[src/rtl/ifid_buffer.sv]
// IF/ID pipeline buffer: small circular FIFO between fetch and decode.
// Head entry is presented combinationally; empty buffer presents a NOP with zero PCs.
module ifid_buffer #(
  parameter int          DEPTH     = 2,
  parameter logic [15:0] NOP_INSTR = 16'h0800
) (
  input  logic        clk,
  input  logic        rst,
  input  logic        in_valid,
  input  logic [15:0] in_instr,
  input  logic [15:0] in_pc_curr,
  input  logic [15:0] in_pc_next,
  input  logic        flush,
  input  logic        stall,
  output logic        full,
  output logic        out_valid,
  output logic [15:0] IFID_instr,
  output logic [15:0] IFID_PC_curr,
  output logic [15:0] IFID_PC_Next,
  output logic        err
);

  localparam int PW = $clog2(DEPTH);
  localparam int CW = $clog2(DEPTH) + 1;

  logic [15:0]   instr_mem   [DEPTH];
  logic [15:0]   pc_curr_mem [DEPTH];
  logic [15:0]   pc_next_mem [DEPTH];

  logic [PW-1:0] rptr_q, rptr_d;
  logic [PW-1:0] wptr_q, wptr_d;
  logic [CW-1:0] count_q, count_d;
  logic          err_q, err_d;
  logic          push, pop;

  assign full      = (count_q == CW'(DEPTH));
  assign out_valid = (count_q != '0);
  assign err       = err_q;

  assign push = in_valid & ~full & ~flush;
  assign pop  = out_valid & ~stall & ~flush;

  // DEPTH is a power of two, so pointer increments wrap naturally.
  always_comb begin
    rptr_d  = rptr_q;
    wptr_d  = wptr_q;
    count_d = count_q;
    err_d   = err_q;
    if (flush) begin
      rptr_d  = '0;
      wptr_d  = '0;
      count_d = '0;
    end else begin
      if (push) wptr_d = wptr_q + 1'b1;
      if (pop)  rptr_d = rptr_q + 1'b1;
      count_d = count_q + CW'(push) - CW'(pop);
      if (in_valid && full) err_d = 1'b1;
    end
  end

  always_ff @(posedge clk or negedge rst) begin
    if (!rst) begin
      rptr_q  <= '0;
      wptr_q  <= '0;
      count_q <= '0;
      err_q   <= 1'b0;
    end else begin
      rptr_q  <= rptr_d;
      wptr_q  <= wptr_d;
      count_q <= count_d;
      err_q   <= err_d;
    end
  end

  // Entry storage is deliberately unreset; an empty count masks stale contents.
  always_ff @(posedge clk) begin
    if (push) begin
      instr_mem[wptr_q]   <= in_instr;
      pc_curr_mem[wptr_q] <= in_pc_curr;
      pc_next_mem[wptr_q] <= in_pc_next;
    end
  end

  always_comb begin
    IFID_instr   = NOP_INSTR;
    IFID_PC_curr = 16'h0000;
    IFID_PC_Next = 16'h0000;
    if (out_valid) begin
      IFID_instr   = instr_mem[rptr_q];
      IFID_PC_curr = pc_curr_mem[rptr_q];
      IFID_PC_Next = pc_next_mem[rptr_q];
    end
  end

endmodule
[config.mk]
export PLATFORM = sky130hd
export DESIGN_NAME = ifid_buffer
export DESIGN_NICKNAME = d
export VERILOG_FILES = /design/src/rtl/ifid_buffer.sv
export SDC_FILE = /design/constraint.sdc
export NUM_CORES = 1
export LEC_CHECK = 0
export ABC_CLOCK_PERIOD_IN_PS = 3910
export CAP_MARGIN = 20
export CORE_AREA = 2 2 94 96
export CTS_CLUSTER_SIZE = 40
export DETAILED_ROUTE_END_ITERATION = 8
export DIE_AREA = 0 0 96 98
export PLACE_DENSITY = 0.76
export SLEW_MARGIN = 10
export SYNTH_ARGS = -nofsm -noshare
export SYNTH_HDL_FRONTEND = slang
export SYNTH_SLANG_ARGS = --single-unit
[constraint.sdc]
create_clock -name clk -period 3.91 [get_ports clk]
set_input_delay 0.391 -clock clk [delete_from_list [all_inputs] [get_ports clk]]
set_output_delay 0.391 -clock clk [all_outputs]
set_load 0.02 [all_outputs]
Word level (Yosys, flattened, before mapping):

Memories as Yosys holds them, arrays and structs flattened.
Cells that the tools add are included.

* register bits: 5
* bits in writable memories: 96
* bits of input ports: 53
* output and inout port bits: 51
* word-level logic and storage cells: 34
* memories: 3

* add/sub/neg operators: 4
* equal/unequal tests: 1
* muxes and demuxes: 10
* bitwise operators: 7
* reduce and logical (&&, ||, !) cells: 5

Memories
* instr_mem: words 2, width 16, read ports 1, clocked after Yosys merged registers in 0, wr ports 1, line 26 `logic [15:0] instr_mem [DEPTH];`
* pc_curr_mem: words 2, width 16, read ports 1, clocked after Yosys merged registers in 0, wr ports 1, line 27 `logic [15:0] pc_curr_mem [DEPTH];`
* pc_next_mem: words 2, width 16, read ports 1, clocked after Yosys merged registers in 0, wr ports 1, line 28 `logic [15:0] pc_next_mem [DEPTH];`

Operator list (count)
* $mux W16: 3
* $mux W1: 6
* $reduce_bool A2 Y1: 3
* $and A1 B1 Y1: 4
* $not A1 Y1: 3
* $add A1 B1 Y1 const B: 2
* $add A2 B1 Y2: 1
* $eq A2 B2 Y1 const B: 1
* $mux W2: 1
* $reduce_and A2 Y1: 1
* $sub A2 B1 Y2: 1
* $logic_and A1 B1 Y1: 1

Longest topological paths before layout:

* depth after elaboration: 7
* mapped depth: 9
* depth with buffers taken out: 8

Worst setup path before layout:

OpenSTA, ideal clock, no wires.

* path kind: input to register
* start point: in in_valid
* end point: mem instr_mem[0][0] (enable)
* data arrival time: 2.673 ns
* slack: 0.783 ns
* cell stages on the path: 3
* buffers on the path: 0
* cell sequence: nor2b_1 -> nand2_1 -> nor2_1

* cells in the longest elaborated chain, start to end: 4

Ends and longest elaborated chain
* start: declaration: line 9 `input logic in_valid,`
* $and A1 B1 Y1 (2 in a row): line 40 `assign push = in_valid & ~full & ~flush;`
* $mux W1: line 77 `if (push) begin`
* $mux W1 (implied by the code): line 78 `instr_mem[wptr_q] <= in_instr;`
* end: declaration: line 26

No other way between the ends.

Final worst setup path:

* start point: reg rptr_q
* end point: out IFID_PC_Next[14]

* cells in the longest elaborated chain, start to end: 2

Ends and longest elaborated chain
* start: declaration: line 30 `logic [PW-1:0] rptr_q, rptr_d;`
* start signal: assignment: line 68 `rptr_q <= rptr_d;`
* $mem_v2 Z2 W16
* $mux W16: line 88 `if (out_valid) begin`
* end: declaration: line 19 `output logic [15:0] IFID_PC_Next,`

No other way between the ends.

==> impl_metrics.csv <==
group,metric,value,unit
clock_network,clk-insertion-delay-late,0.34,ns
drt,postRouteWirelength,7090,um
final_layout,area_of_the_multi_input_gates,808,sq um
place,gpl_congestion,0.733,
critical_path,worstPathArrival,2.49,ns
final_layout,n_fill_cell,668,
drt,route.antenna.remaining_nets,0,
final_layout,ratio_of_cells_with_drive_above_1_in_the_final_layout,7.20,%
final_layout,number_of_nets_in_the_finished_design,397,
critical_path,path_cells,"buf_4 > mux2i_1 > nor2_1 > clkdlybuf4s50_1",
final_layout,final_common_cell,"sky130_fd_sc_hd__clkdlybuf4s50_1",
critical_path,cell_with_the_largest_stage_delay_on_the_worst_path,"sky130_fd_sc_hd__dfrtp_2",
drt,wl_per_cell,15.6,um
sta,timing.final.max_slew_violations,0,
floorplanning,floorplan.die_area,9410,sq um
floorplanning,die-height,98,um
status,run_status,"finished, final reports clean",
run,max_cap_viol_count,0,
sta,period_utilisation_layout,73.8,%
critical_path,worst_r2r_startpoint,"count_q[1]",
clock_network,postCtsSetupRepairBufs,0,
synthesis,synth_cells,232,
floorplanning,initial_utilization,46.1,%
synthesis,mapped_area,3900,sq um
synthesis,yosys_register_bits,101,
final_layout,seq_area,3010,sq um
drt,first_iter_violations,120,
critical_path,cpLargestDelayFamily,"buffers and inverters",
critical_path,critPathMaxStageDelay,0.89,ns
critical_path,critPathCaptureType,"output port",
power_and_ir_drop,power.leakage,1.75,nW
synthesis,syn-num-nets,287,
grt,via_count_of_the_first_global_routing_pass,2282,
sta,unrepaired_setup_endpoints_after_global_routing,"false",
clock_network,clockRootBuffer,"sky130_fd_sc_hd__clkbuf_8",
final_layout,final_design_area_excluding_fillers,5270,sq um
grt,globalRouteOverflowTotal,0,
power_and_ir_drop,vdd.ir_drop.worst,0.265,mV
critical_path,timing_worst_setup_path_type,"reg -> out",
place,place.detailed.hpwl,4710,um
sta,min_period,2.89,ns
critical_path,setup.worst_path.start_class,"flop",
sta,endpoints_failing_hold,0,
clock_network,cts_resized,0,
place,placement.io_buffers,103,
synthesis,synth-edff-count,96,
drt,drt_pass_1_iters,4,
sta,worst_clock_skew,0.00841,ns
synthesis,synthesis.area_per_instance,16.8,sq um
critical_path,critical_path.n_buffers_inverters,2,
grt,first_pass_grt_wire_length,11000,um
synthesis,postSynth.asyncResetShare,4.95,%
sta,timing.max_slew.rel_slack,47.4,%
grt,grt_max_degree,34,
sta,transition_time_at_the_pin_with_the_least_slew_margin,0.790,ns
grt,global_route.usage.total,15.7,%
synthesis,synth-warning-count,0,
final_layout,mostFrequentLayoutCells,"103 x sky130_fd_sc_hd__clkdlybuf4s50_1, 96 x sky130_fd_sc_hd__edfxtp_1, 48 x sky130_fd_sc_hd__mux2i_1, 48 x sky130_fd_sc_hd__nor2_1, 9 x sky130_fd_sc_hd__clkbuf_8",
clock_network,cts_made_buffers,9,
power_and_ir_drop,power_density,500,nW/um^2
final_layout,n_antenna_cell,0,
sta,fin_setup_tns,0,ns
sta,top_achievable_clock_speed,347,MHz
critical_path,critical_path_rt,3.52,ns
synthesis,number_of_distinct_library_cells_after_synthesis,23,
synthesis,commonest_register_cell_after_synthesis,"sky130_fd_sc_hd__edfxtp_1",
place,placed_cell_area,5050,sq um
clock_network,clk_pin_slew_worst_paths,0.09,ns
floorplanning,std_cell_rows,34,
floorplanning,die_x,96,um
clock_network,tritoncts_clock_tree,"built",
clock_network,cts_hold_repair.buffers,0,
sta,final_number_of_setup_violating_endpoints,0,
clock_network,cts_sinks,101,
final_layout,synthToLayoutAreaGrowth,34.9,%
synthesis,sequential_element_share_of_the_synthesized_area,77.0,%
drt,vias_per_cell,4.83,
critical_path,crit_path_start,"rptr_q",
grt,grt_antenna_before_repair,0,
floorplanning,ios,104,
critical_path,path_max_fanout,29,
drt,dr_total_vias,2199,
floorplanning,core_region_area,8470,sq um
min_path,min-delay-path-class,"in -> async",
clock_network,clockBufferDepth,2,
clock_network,cts_h_tree_depth,3,
drt,count_of_unresolved_drc_violations_after_routing,0,
report_power, final:
group | switching, mW | total, mW | internal [mW]
logic | 0.336 | 0.644 | 0.309
clock network | 0.336 | 0.696 | 0.360
registers | 0.0404 | 1.29 | 1.25
cell families (layout without fill, tap and decap cells):
family	Yosys count	after routing	share of synthesized area, %
buf+inv	15	130	2.79
simple gates	60	60	6.22
fa+ha+maj	2	2	0.641
flops	101	101	77.0
mux	48	48	12.3
xor+xnor	1	1	0.224
compound gates	5	5	0.801
cell usage after synthesis (all sizes together) (2+ instances only):
| master | count | area [sq um] |
|---|---|---|
| dfrtp | 5 | 125 |
| ha | 2 | 25.0 |
| mux2i | 48 | 480 |
| o21ai | 2 | 10.0 |
| buf | 11 | 93.8 |
| nor2b | 2 | 12.5 |
| edfxtp | 96 | 2880 |
| inv | 4 | 15.0 |
| nand2 | 2 | 7.51 |
| nor3 | 2 | 10.0 |
| nor2 | 51 | 194 |
flip-flops by register name (all words and copies together) (netlist names):
| name | flops |
|---|---|
| instr_mem | 32 |
| pc_curr_mem | 32 |
| pc_next_mem | 32 |
| count_q | 2 |
| err | 1 |
| rptr_q | 1 |
| wptr_q | 1 |
layout make-up:
| cell class | instances | share of cell area, % |
|---|---|---|
| sequential | 101 | 57.1 |
| timing repair buffer | 110 | 20.6 |
| multi-input combinational | 116 | 15.3 |
| tap | 108 | 2.57 |
| clock buffer | 10 | 2.42 |
| clock inverter | 6 | 1.66 |
| inverter | 4 | 0.285 |
metrics by stage:
stage          hold slack, ns  total power [mW]  std cells  setup slack [ns]  util, %
6_report                0.277              2.63        455              1.02     62.2
5_1_grt                 0.261              2.75        455             0.851     62.2
4_1_cts                 0.263              2.66        455             0.993     62.2
3_5_place_dp            0.450              1.97        439              1.39     59.7
3_3_place_gp            0.440              1.96        439              1.39     59.7
2_1_floorplan          0.0954              1.67        232             0.783        -
path summary, 6_finish.rpt:
kind                                    end  slack, ns  depth (start not counted)
setup / recovery           IFID_PC_Next[14]       1.02                          4
hold / removal                   count_q[1]       0.28                          1
setup reg to reg                 count_q[1]       1.71                          8
hold reg to reg                         err       0.47                          1
max in group asynchronous            rptr_q       3.41                          1
min in group clk                        err       0.47                          1
worst reg2reg max path, cell delays in order (launching register included):
cell	delay (ns)
sky130_fd_sc_hd__dfrtp_1	0.43
sky130_fd_sc_hd__nor2_4	0.62
sky130_fd_sc_hd__nor3_1	0.11
sky130_fd_sc_hd__ha_1	0.31
sky130_fd_sc_hd__inv_1	0.04
sky130_fd_sc_hd__ha_1	0.17
sky130_fd_sc_hd__xor2_1	0.15
sky130_fd_sc_hd__and2_1	0.16
sky130_fd_sc_hd__nor3_1	0.12
metal layers:
metal / routed length [um] / GRT usage, %
met1: 2990 / 19.5
met2: 3670 / 25.5
met3: 364 / 5.40
met4: 63 / 5.27
met5: 0 / 0
Note: power is estimated with default switching activity, not from simulation.
